===== src/rtl/counter_arb_pkg.sv =====
// Shared definitions for the round-robin arbitrated up/down counter:
// index-width helper and the up_down direction encoding.
package counter_arb_pkg;

  // Width of a requester index; never narrower than one bit.
  function automatic int idx_width(input int n);
    return (n <= 2) ? 1 : $clog2(n);
  endfunction

  // Direction requested by a port: 0 = decrement, 1 = increment.
  typedef enum logic {
    DEC = 1'b0,
    INC = 1'b1
  } op_t;

endpackage


===== src/rtl/rr_arbiter_core.sv =====
// Combinational round-robin arbiter. The search starts one past the
// previously granted index and ascends with wrap; the first active request
// wins. With en low nothing is granted.
module rr_arbiter_core
  import counter_arb_pkg::*;
#(
  parameter int NUM_REQ = 4
) (
  input  logic [NUM_REQ-1:0]             req,
  input  logic [idx_width(NUM_REQ)-1:0]  last_id,
  input  logic                           en,
  output logic [NUM_REQ-1:0]             gnt,
  output logic [idx_width(NUM_REQ)-1:0]  gnt_id,
  output logic                           gnt_vld
);

  localparam int IW = idx_width(NUM_REQ);

  logic [IW-1:0] w_idx;
  logic          w_found;

  // Walk the NUM_REQ candidates in priority order and latch onto the first hit.
  always_comb begin
    gnt     = '0;
    gnt_id  = '0;
    gnt_vld = 1'b0;
    w_idx   = '0;
    w_found = 1'b0;
    for (int k = 1; k <= NUM_REQ; k++) begin
      if (int'(last_id) + k >= NUM_REQ) begin
        w_idx = IW'(int'(last_id) + k - NUM_REQ);
      end else begin
        w_idx = IW'(int'(last_id) + k);
      end
      if (en && !w_found && req[w_idx]) begin
        w_found    = 1'b1;
        gnt[w_idx] = 1'b1;
        gnt_id     = w_idx;
        gnt_vld    = 1'b1;
      end
    end
  end

endmodule


===== src/rtl/counter_rr_arbiter.sv =====
// One WIDTH-bit up/down counter shared by NUM_REQ requesters through a
// round-robin arbiter; one +1/-1 op commits per cycle, clr has priority.
// Optional feature: define COUNTER_ARB_SAT_EN to saturate at 0 / all-ones
// (the op is still acked) and pulse sat_hit; otherwise the counter wraps.
module counter_rr_arbiter
  import counter_arb_pkg::*;
#(
  parameter int NUM_REQ = 4,
  parameter int WIDTH   = 16
) (
  input  logic                           clk,
  input  logic                           reset,
  input  logic                           clr,
  input  logic [NUM_REQ-1:0]             req,
  input  logic [NUM_REQ-1:0]             up_down,
  output logic [NUM_REQ-1:0]             ack,
  output logic [WIDTH-1:0]               count,
  output logic [idx_width(NUM_REQ)-1:0]  last_id,
  output logic                           at_zero,
  output logic                           at_max,
  output logic                           sat_hit
);

  localparam int IW = idx_width(NUM_REQ);

  logic [WIDTH-1:0]   r_count;
  logic [IW-1:0]      r_last_id;
  logic [NUM_REQ-1:0] w_gnt;
  logic [IW-1:0]      w_gnt_id;
  logic               w_gnt_vld;
  logic               w_arb_en;
  op_t                w_dir;
  logic [WIDTH-1:0]   w_count_next;

  // Reset and clr both suppress any grant in the current cycle.
  assign w_arb_en = !reset && !clr;

  rr_arbiter_core #(
    .NUM_REQ (NUM_REQ)
  ) u_arb (
    .req     (req),
    .last_id (r_last_id),
    .en      (w_arb_en),
    .gnt     (w_gnt),
    .gnt_id  (w_gnt_id),
    .gnt_vld (w_gnt_vld)
  );

  // Direction of the winning port only; other ports' up_down are ignored.
  assign w_dir = op_t'(|(up_down & w_gnt));

`ifdef COUNTER_ARB_SAT_EN
  logic w_at_limit;
  logic r_sat_hit;

  assign w_at_limit = ((w_dir == INC) && (&r_count)) ||
                      ((w_dir == DEC) && (r_count == '0));

  // Hold the count at the rail instead of wrapping.
  always_comb begin
    w_count_next = r_count;
    if (!w_at_limit) begin
      w_count_next = (w_dir == INC) ? r_count + WIDTH'(1) : r_count - WIDTH'(1);
    end
  end

  // One-cycle pulse after an acked op that hit a rail.
  always_ff @(posedge clk) begin
    if (reset) begin
      r_sat_hit <= 1'b0;
    end else begin
      r_sat_hit <= w_gnt_vld && w_at_limit;
    end
  end

  assign sat_hit = r_sat_hit;
`else
  // Plain modulo 2^WIDTH arithmetic.
  always_comb begin
    w_count_next = (w_dir == INC) ? r_count + WIDTH'(1) : r_count - WIDTH'(1);
  end

  assign sat_hit = 1'b0;
`endif

  // Counter and pointer: reset beats clr, clr beats a grant; the pointer only moves on a grant.
  always_ff @(posedge clk) begin
    if (reset) begin
      r_count   <= '0;
      r_last_id <= IW'(NUM_REQ - 1);
    end else if (clr) begin
      r_count   <= '0;
    end else if (w_gnt_vld) begin
      r_count   <= w_count_next;
      r_last_id <= w_gnt_id;
    end
  end

  assign ack     = w_gnt;
  assign count   = r_count;
  assign last_id = r_last_id;
  assign at_zero = (r_count == '0);
  assign at_max  = &r_count;

endmodule

===== config.mk =====
export PLATFORM = sky130hd
export DESIGN_NAME = counter_rr_arbiter
export DESIGN_NICKNAME = d
export VERILOG_FILES = /design/src/rtl/counter_arb_pkg.sv /design/src/rtl/rr_arbiter_core.sv /design/src/rtl/counter_rr_arbiter.sv
export SDC_FILE = /design/constraint.sdc
export NUM_CORES = 1
export LEC_CHECK = 0
export BUFFER_PORTS_ARGS = -buffer_cell sky130_fd_sc_hd__clkbuf_2
export CORE_UTILIZATION = 60
export CTS_BUF_LIST = sky130_fd_sc_hd__clkbuf_16
export DETAILED_ROUTE_END_ITERATION = 6
export PLACE_DENSITY_LB_ADDON = 0.08
export REMOVE_ABC_BUFFERS = 1
export SLEW_MARGIN = 40
export SYNTH_ARGS = -nofsm -noshare
export SYNTH_HDL_FRONTEND = slang
export SYNTH_SLANG_ARGS = --single-unit

===== constraint.sdc =====
create_clock -name clk -period 8.85 [get_ports clk]
set_input_delay 1.3275 -clock clk [delete_from_list [all_inputs] [get_ports clk]]
set_output_delay 1.3275 -clock clk [all_outputs]
set_load 0.1 [all_outputs]

==> impl_metrics.csv, run 1 <==
group,metric,value,unit
status,status,"finished with violations",
status,violations,"DRC",
routing,wirelength,4.096,mm
synth,synthCells,224,
timing,max_clock_freq,187.3,MHz
grt,grt_usage,27.79,%
die,start_util,64.81,%
die,die_w,57.05,um
final_layout,antenna_cells,0,
timing,tns,0,ns
worst_setup_path,endpoint_kind,"flop",
worst_setup_path,startpoint_type,"input pin",
final_layout,area_growth,12.32,%
routing,via_per_inst,6.218,
run,drv_cap,0,
die,fp-row-count,19,
synth,synth_top_area_cell,"dfxtp_1",
synth,yosys_warnings,0,
power_and_ir_drop,switching_share,57.46,%
synth,synthArstFlopShare,0,%
synth,synth_edf_count,0,
timing,maxSlewHeadroom,58.70,%
placement,gp_congestion,0.8267,
clocking,cts_buffers,3,
clocking,clock_path_buffers,2,
die,coreArea,0.002805,mm2
routing,ant_nets,0,
clocking,cts.htree.levels,1,
clocking,ctsResizeCount,0,
final_layout,nNetsFinal,287,
placement,placement.io_buffers,34,
clocking,clkLatencyLatePin,0.25,ns
worst_setup_path,path_class,"in2reg",
routing,firstDrtPassIters,7,
clocking,tritoncts,"built",
power_and_ir_drop,clkPwrFrac,11.2,%
die,pin_count,36,
routing,drt-initial-drc-count,134,
synth,synth_common_cells,"29 x nor2_1, 21 x ha_1, 19 x a21oi_1, 18 x dfxtp_1, 18 x nand2_1",
timing,skew,0.003078,ns
grt,grt_overflow,0,
synth,synth_most_common_cell,"nor2_1",
synth,syn_area,0.001818,mm2
synth,ys_seq_area_share,19.82,%
power_and_ir_drop,power_frac_seq,16.0,%
synth,ys_ff_latch,18,
clocking,post-cts-setup-buffers,0,
synth,avgSynthCellArea,8.116,um2
min_path,hold_class,"reg2reg",
timing,hold_viol_final,0,
grt,antenna_found_initial,0,
timing,setup_viol,0,
timing,worstMarginPinSlew,0.6189,ns
timing,maxSlewViolCount,0,
final_layout,drive_gt1_share,20.95,%
clocking,root_buffer,"clkbuf_16",
worst_setup_path,cp.required,8.98,ns
grt,grt_pass1_vias,1716,
timing,min_period_over_period,60.32,%
clocking,cts_hold_buffers,0,
power_and_ir_drop,p_comb_share,72.7,%
synth,yosysUniqueCellTypes,46,
power_and_ir_drop,p_total,0.0008344,W
grt,grt_pass1_wl,7.210,mm
synth,ys.flop_type,"dfxtp_1",
power_and_ir_drop,power.density,408.6,mW/mm2
power_and_ir_drop,peakVddDrop,0.2273,mV
die,die_h,57.05,um
placement,place_hpwl,3.093,mm
synth,synth_area_leaders,"dfxtp_1 20%, ha_1 14%, nor2_1 6.0%, a21oi_1 5.2%, mux4_2 5.0%",
routing,drc_errors,5,
routing,routedWlPerCell,14.42,um
power_and_ir_drop,leakage,0.9477,nW
timing,period_minus_slack,5.338,ns
timing,rsz0062_at_grt,"no",
power_and_ir_drop,p_sw,0.0004794,W
clocking,clk_pin_slew_worst_paths,0.06,ns
grt,grt_max_degree,24,
routing,vias,1766,
die,dieArea,0.003254,mm2
power_and_ir_drop,power.internal,0.0003550,W
worst_setup_path,crit_path_max_fanout,14,
clocking,clock_sinks,18,
worst_setup_path,crit_arrival,5.47,ns
synth,yosys.area.top_type_share,19.82,%
==> critical path, cell delays in order <==
cell	delay (ns)
clkbuf_2	0.12
mux4_2	0.59
nor4b_2	0.48
a32o_1	0.21
nand2_1	0.07
o311a_1	0.11
o2111ai_2	0.12
inv_1	0.30
ha_1	0.38
a211oi_1	0.34
o21bai_1	0.15
a21oi_1	0.33
o211ai_1	0.19
nor4_1	0.21
nor3_1	0.12
xor2_1	0.17
o211ai_1	0.17
o31ai_1	0.09
==> layout make-up <==
class | count | area [um2]
Inverter | 8 | 30.03
Multi-Input combinational cell | 189 | 1364
Sequential cell | 18 | 360.3
Timing Repair Buffer | 34 | 170.2
Clock inverter | 1 | 3.754
Tap cell | 31 | 38.79
Clock buffer | 3 | 75.07
Fill cell | 236 | 763.2
==> sequential cells by signal (all words and copies together) (netlist names) <==
| name | cells |
|---|---|
| last_id | 2 |
| count | 16 |
==> cells in the final DEF (no fill, tap or decap), drive strengths merged, types with 2 or more instances in the layout <==
master,instances
ha,21
clkbuf,37
nand2b,4
inv,8
dfxtp,18
a211oi,3
o211ai,4
or2,3
mux2,2
a221o,2
xor2,6
nand4,5
mux2i,2
nand3,7
xnor2,7
and3,4
nor3,5
mux4,4
nand4b,2
a21oi,19
nor2,30
a21o,6
o21bai,3
a221oi,2
o21ai,9
nor4,6
nand2,19
nor2b,2
==> power groups by stage <==
stage	sequential [W]	clock [W]	combinational (W)
after global placement	0.000134	0	0.000594
after CTS	0.000133	0.0000937	0.000603
after floorplan	0.000262	0	0.000379
after detailed placement	0.000135	0	0.000599
final	0.000134	0.0000938	0.000607
after global routing	0.000138	0.0000970	0.000660
==> logic make-up after synthesis <==
family	after synthesis	synth area share [%]
buffers and inverters	17	5.299
AO/OA/AOI/OAI	55	20.44
XOR/XNOR	13	6.263
other	1	0.2063
multiplexers	8	7.295
adder cells (fa/ha/maj)	22	15.55
AND/OR/NAND/NOR	90	25.12
flip-flops	18	19.82
==> metal layers <==
metal  GRT usage (%)  wire (um)  vias to the layer above  part of all wire [%]
li1                -          -                      885                     -
met3           2.268        204                        4                   5.0
met2           48.24       2031                       67                    50
met1           34.75       1806                      810                    44
met4           13.59         53                        0                   1.3
met5               0          0                        -                     0
==> final timing paths <==
kind / from / slack [ns] / end / depth (start not counted)
hold reg to reg: count[12] / 0.55 / count[12] / 2
hold / removal: count[12] / 0.55 / count[12] / 2
setup reg to reg: last_id[0] / 3.53 / count[15] / 19
setup / recovery: req[2] / 3.51 / count[15] / 18
==> per-stage QoR <==
step / hold WS (ns) / instance area [um2] / cells / util [%] / worst slack [ns]
3_3_place_gp: 0.5197 / 1961 / 280 / 69.89 / 3.333
3_5_place_dp: 0.5314 / 1963 / 280 / 69.98 / 3.280
2_1_floorplan: 0.9386 / 1752 / 215 / - / 3.411
6_report: 0.5456 / 2042 / 284 / 72.79 / 3.512
4_1_cts: 0.5420 / 2042 / 284 / 72.79 / 3.521
5_1_grt: 0.5865 / 2042 / 284 / 72.79 / 3.036
No activity file was read; power rests on OpenSTA's default activity.
==> run 2: changes to the inputs <==
--- a/config.mk
+++ b/config.mk
@@ -6,7 +6,7 @@
 export NUM_CORES = 1
 export LEC_CHECK = 0
 export BUFFER_PORTS_ARGS = -buffer_cell sky130_fd_sc_hd__clkbuf_2
-export CORE_UTILIZATION = 60
+export CORE_UTILIZATION = 50
 export CTS_BUF_LIST = sky130_fd_sc_hd__clkbuf_16
 export DETAILED_ROUTE_END_ITERATION = 6
 export PLACE_DENSITY_LB_ADDON = 0.08
==> constraint.sdc (replaced) <==
create_clock -name clk -period 4.6 [get_ports clk]
set_input_delay 0.69 -clock clk [delete_from_list [all_inputs] [get_ports clk]]
set_output_delay 0.69 -clock clk [all_outputs]
set_load 0.1 [all_outputs]
==> run 2 against run 1 <==
  * The flow now finishes without violations
  * Combinational power rose by 110%
  * Die area grew 19%
  * Critical path depth rose by 1
  * Setup slack worse by 3.2 ns
  * Final cell count grew 8.1%
  * Highest routed layer unchanged
  * Wire length up 2.4%
==> impl_metrics.csv, run 2 (synthesized netlist as in run 1, its figures left out) <==
group,metric,value,unit
status,status,"complete, no violations",
worst_setup_path,endpoint_kind,"flop",
timing,maxSlewViolCount,0,
final_layout,final_cell_mix,"34 x clkbuf_2, 28 x nor2_1, 19 x ha_1",
die,dieArea,0.003881,mm2
worst_setup_path,cp.required,4.73,ns
die,die_w,62.30,um
grt,grt_usage,22.94,%
final_layout,final_common_cell,"clkbuf_2",
power_and_ir_drop,power.density,772.9,mW/mm2
power_and_ir_drop,clkPwrFrac,10.5,%
clocking,clock_sinks,18,
timing,tns,0,ns
final_layout,final_area,0.002157,mm2
placement,dp.cells,302,
grt,antenna_found_initial,0,
final_layout,antenna_cells,0,
power_and_ir_drop,power_frac_seq,14.6,%
routing,drc_errors,0,
power_and_ir_drop,peakVddDrop,0.4167,mV
timing,worstMarginPinSlew,0.5399,ns
clocking,clkLatencyLatePin,0.25,ns
die,start_util,53.22,%
clocking,cts_buffers,3,
timing,min_period_over_period,92.81,%
final_layout,n_fill_cell,324,
grt,grt_max_degree,24,
power_and_ir_drop,leakage,0.9915,nW
timing,maxSlewHeadroom,64.16,%
power_and_ir_drop,power.internal,0.0007300,W
worst_setup_path,startpoint_type,"flop",
final_layout,largest_register_ffs,16,
routing,ant_nets,0,
final_layout,nNetsFinal,295,
die,die_h,62.30,um
worst_setup_path,crit_path_max_fanout,8,
power_and_ir_drop,switching_share,56.21,%
timing,skew,0.004064,ns
routing,drt-initial-drc-count,118,
timing,setup_viol,0,
placement,place_hpwl,3.193,mm
die,fp-row-count,21,
placement,placement.io_buffers,34,
grt,grt_pass1_wl,7.286,mm
routing,routedWlPerCell,13.66,um
routing,firstDrtPassIters,4,
timing,max_clock_freq,234.2,MHz
clocking,cts.htree.levels,1,
timing,hold_viol_final,0,
grt,grt_pass1_vias,1638,
min_path,hold_class,"reg2reg",
power_and_ir_drop,p_comb_share,75.0,%
timing,period_minus_slack,4.269,ns
die,coreArea,0.003416,mm2
clocking,clock_path_buffers,2,
die,pin_count,36,
grt,grt_overflow,0,
placement,gp_congestion,0.8565,
final_layout,drive_gt1_share,25.67,%
worst_setup_path,crit_arrival,4.40,ns
worst_setup_path,path_class,"reg2reg",
final_layout,area_growth,18.65,%
clocking,cts_hold_buffers,0,
power_and_ir_drop,p_sw,0.0009371,W
placement,dpl_cell_area,0.002032,mm2
routing,via_per_inst,5.824,
clocking,tritoncts,"built",
run,drv_cap,0,
clocking,clk_pin_slew_worst_paths,0.05,ns
routing,wirelength,4.194,mm
final_layout,post-route-util,63.15,%
final_layout,fin_cells,307,
routing,vias,1788,
power_and_ir_drop,p_total,0.001667,W
clocking,root_buffer,"clkbuf_16",
[run 2: cell count changes in the layout (fill, tap and decap cells not counted)]
| cell | change |
|---|---|
| buf_4 | +8 |
| a21oi_1 | -2 |
| a21oi_2 | +2 |
| ha_1 | -2 |
| o21ai_0 | -2 |
| o21ai_1 | +2 |
| a211oi_1 | -1 |
| a211oi_2 | +1 |
| ha_2 | +1 |
| ha_4 | +1 |
| inv_1 | -1 |
| inv_2 | +1 |
| nor4b_2 | -1 |
| nor4b_4 | +1 |
[run 2: worst paths after layout]
kind,slack (ns),to,cells after the start,startpoint
min reg2reg,0.53,count[12],2,count[12]
max,0.33,count[15],19,last_id[0]
min,0.53,count[12],2,count[12]
max reg2reg,0.33,count[15],19,last_id[0]
[run 2: metal layers]
metal	vias up	track usage, %	part of all wire (%)
li1	897	-	-
met1	832	30.32	50
met2	50	35.44	44
met3	9	3.309	4.0
met4	0	13.37	2.2
met5	-	0	0
[run 2: power by group through the flow]
stage | logic [W] | registers, W | clock network (W)
finish | 0.00125 | 0.000243 | 0.000175
global route | 0.00137 | 0.000249 | 0.000186
CTS | 0.00119 | 0.000242 | 0.000179
detailed placement | 0.00119 | 0.000245 | 0
global placement | 0.00119 | 0.000244 | 0
floorplan | 0.000728 | 0.000504 | 0
[run 2: per-stage QoR]
| stage | setup WS [ns] | hold WS [ns] |
|---|---|---|
| 6_report | 0.3307 | 0.5334 |
| 5_1_grt | -0.01977 | 0.5775 |
| 4_1_cts | 0.03012 | 0.5335 |
| 3_5_place_dp | -0.04546 | 0.5263 |
| 3_3_place_gp | -0.003638 | 0.5237 |
| 2_1_floorplan | -0.8278 | 0.7915 |
[run 2: final cells by class]
class | instances | area (um2) | share of cell area, %
clock inverter | 1 | 3.754 | 0.1740
clock buffer | 3 | 75.07 | 3.480
tap | 46 | 57.56 | 2.668
multi-input combinational | 189 | 1400 | 64.91
timing repair buffer | 42 | 230.2 | 10.67
sequential | 18 | 360.3 | 16.71
inverter | 8 | 30.03 | 1.392
[run 2: worst max-delay path, cell delays in order, from the launching register on]
cell,delay (ns)
dfxtp_1,0.34
inv_1,0.13
ha_4,0.32
mux4_2,0.54
or3_4,0.36
nor2_2,0.18
a22oi_2,0.09
o2111ai_2,0.22
inv_2,0.12
buf_4,0.19
ha_2,0.38
nand2_1,0.09
nor2_2,0.17
nand3_1,0.09
o211ai_1,0.25
nor4_1,0.07
nor3_1,0.19
xor2_1,0.12
o211ai_1,0.18
o31ai_1,0.09
[run 2: timing repair]
| action | in CTS | in global routing |
|---|---|---|
| endpoints found under the setup margin | 0 | 8 |
| resized for setup | 0 | 11 |
| buffers inserted | 0 | 1 |
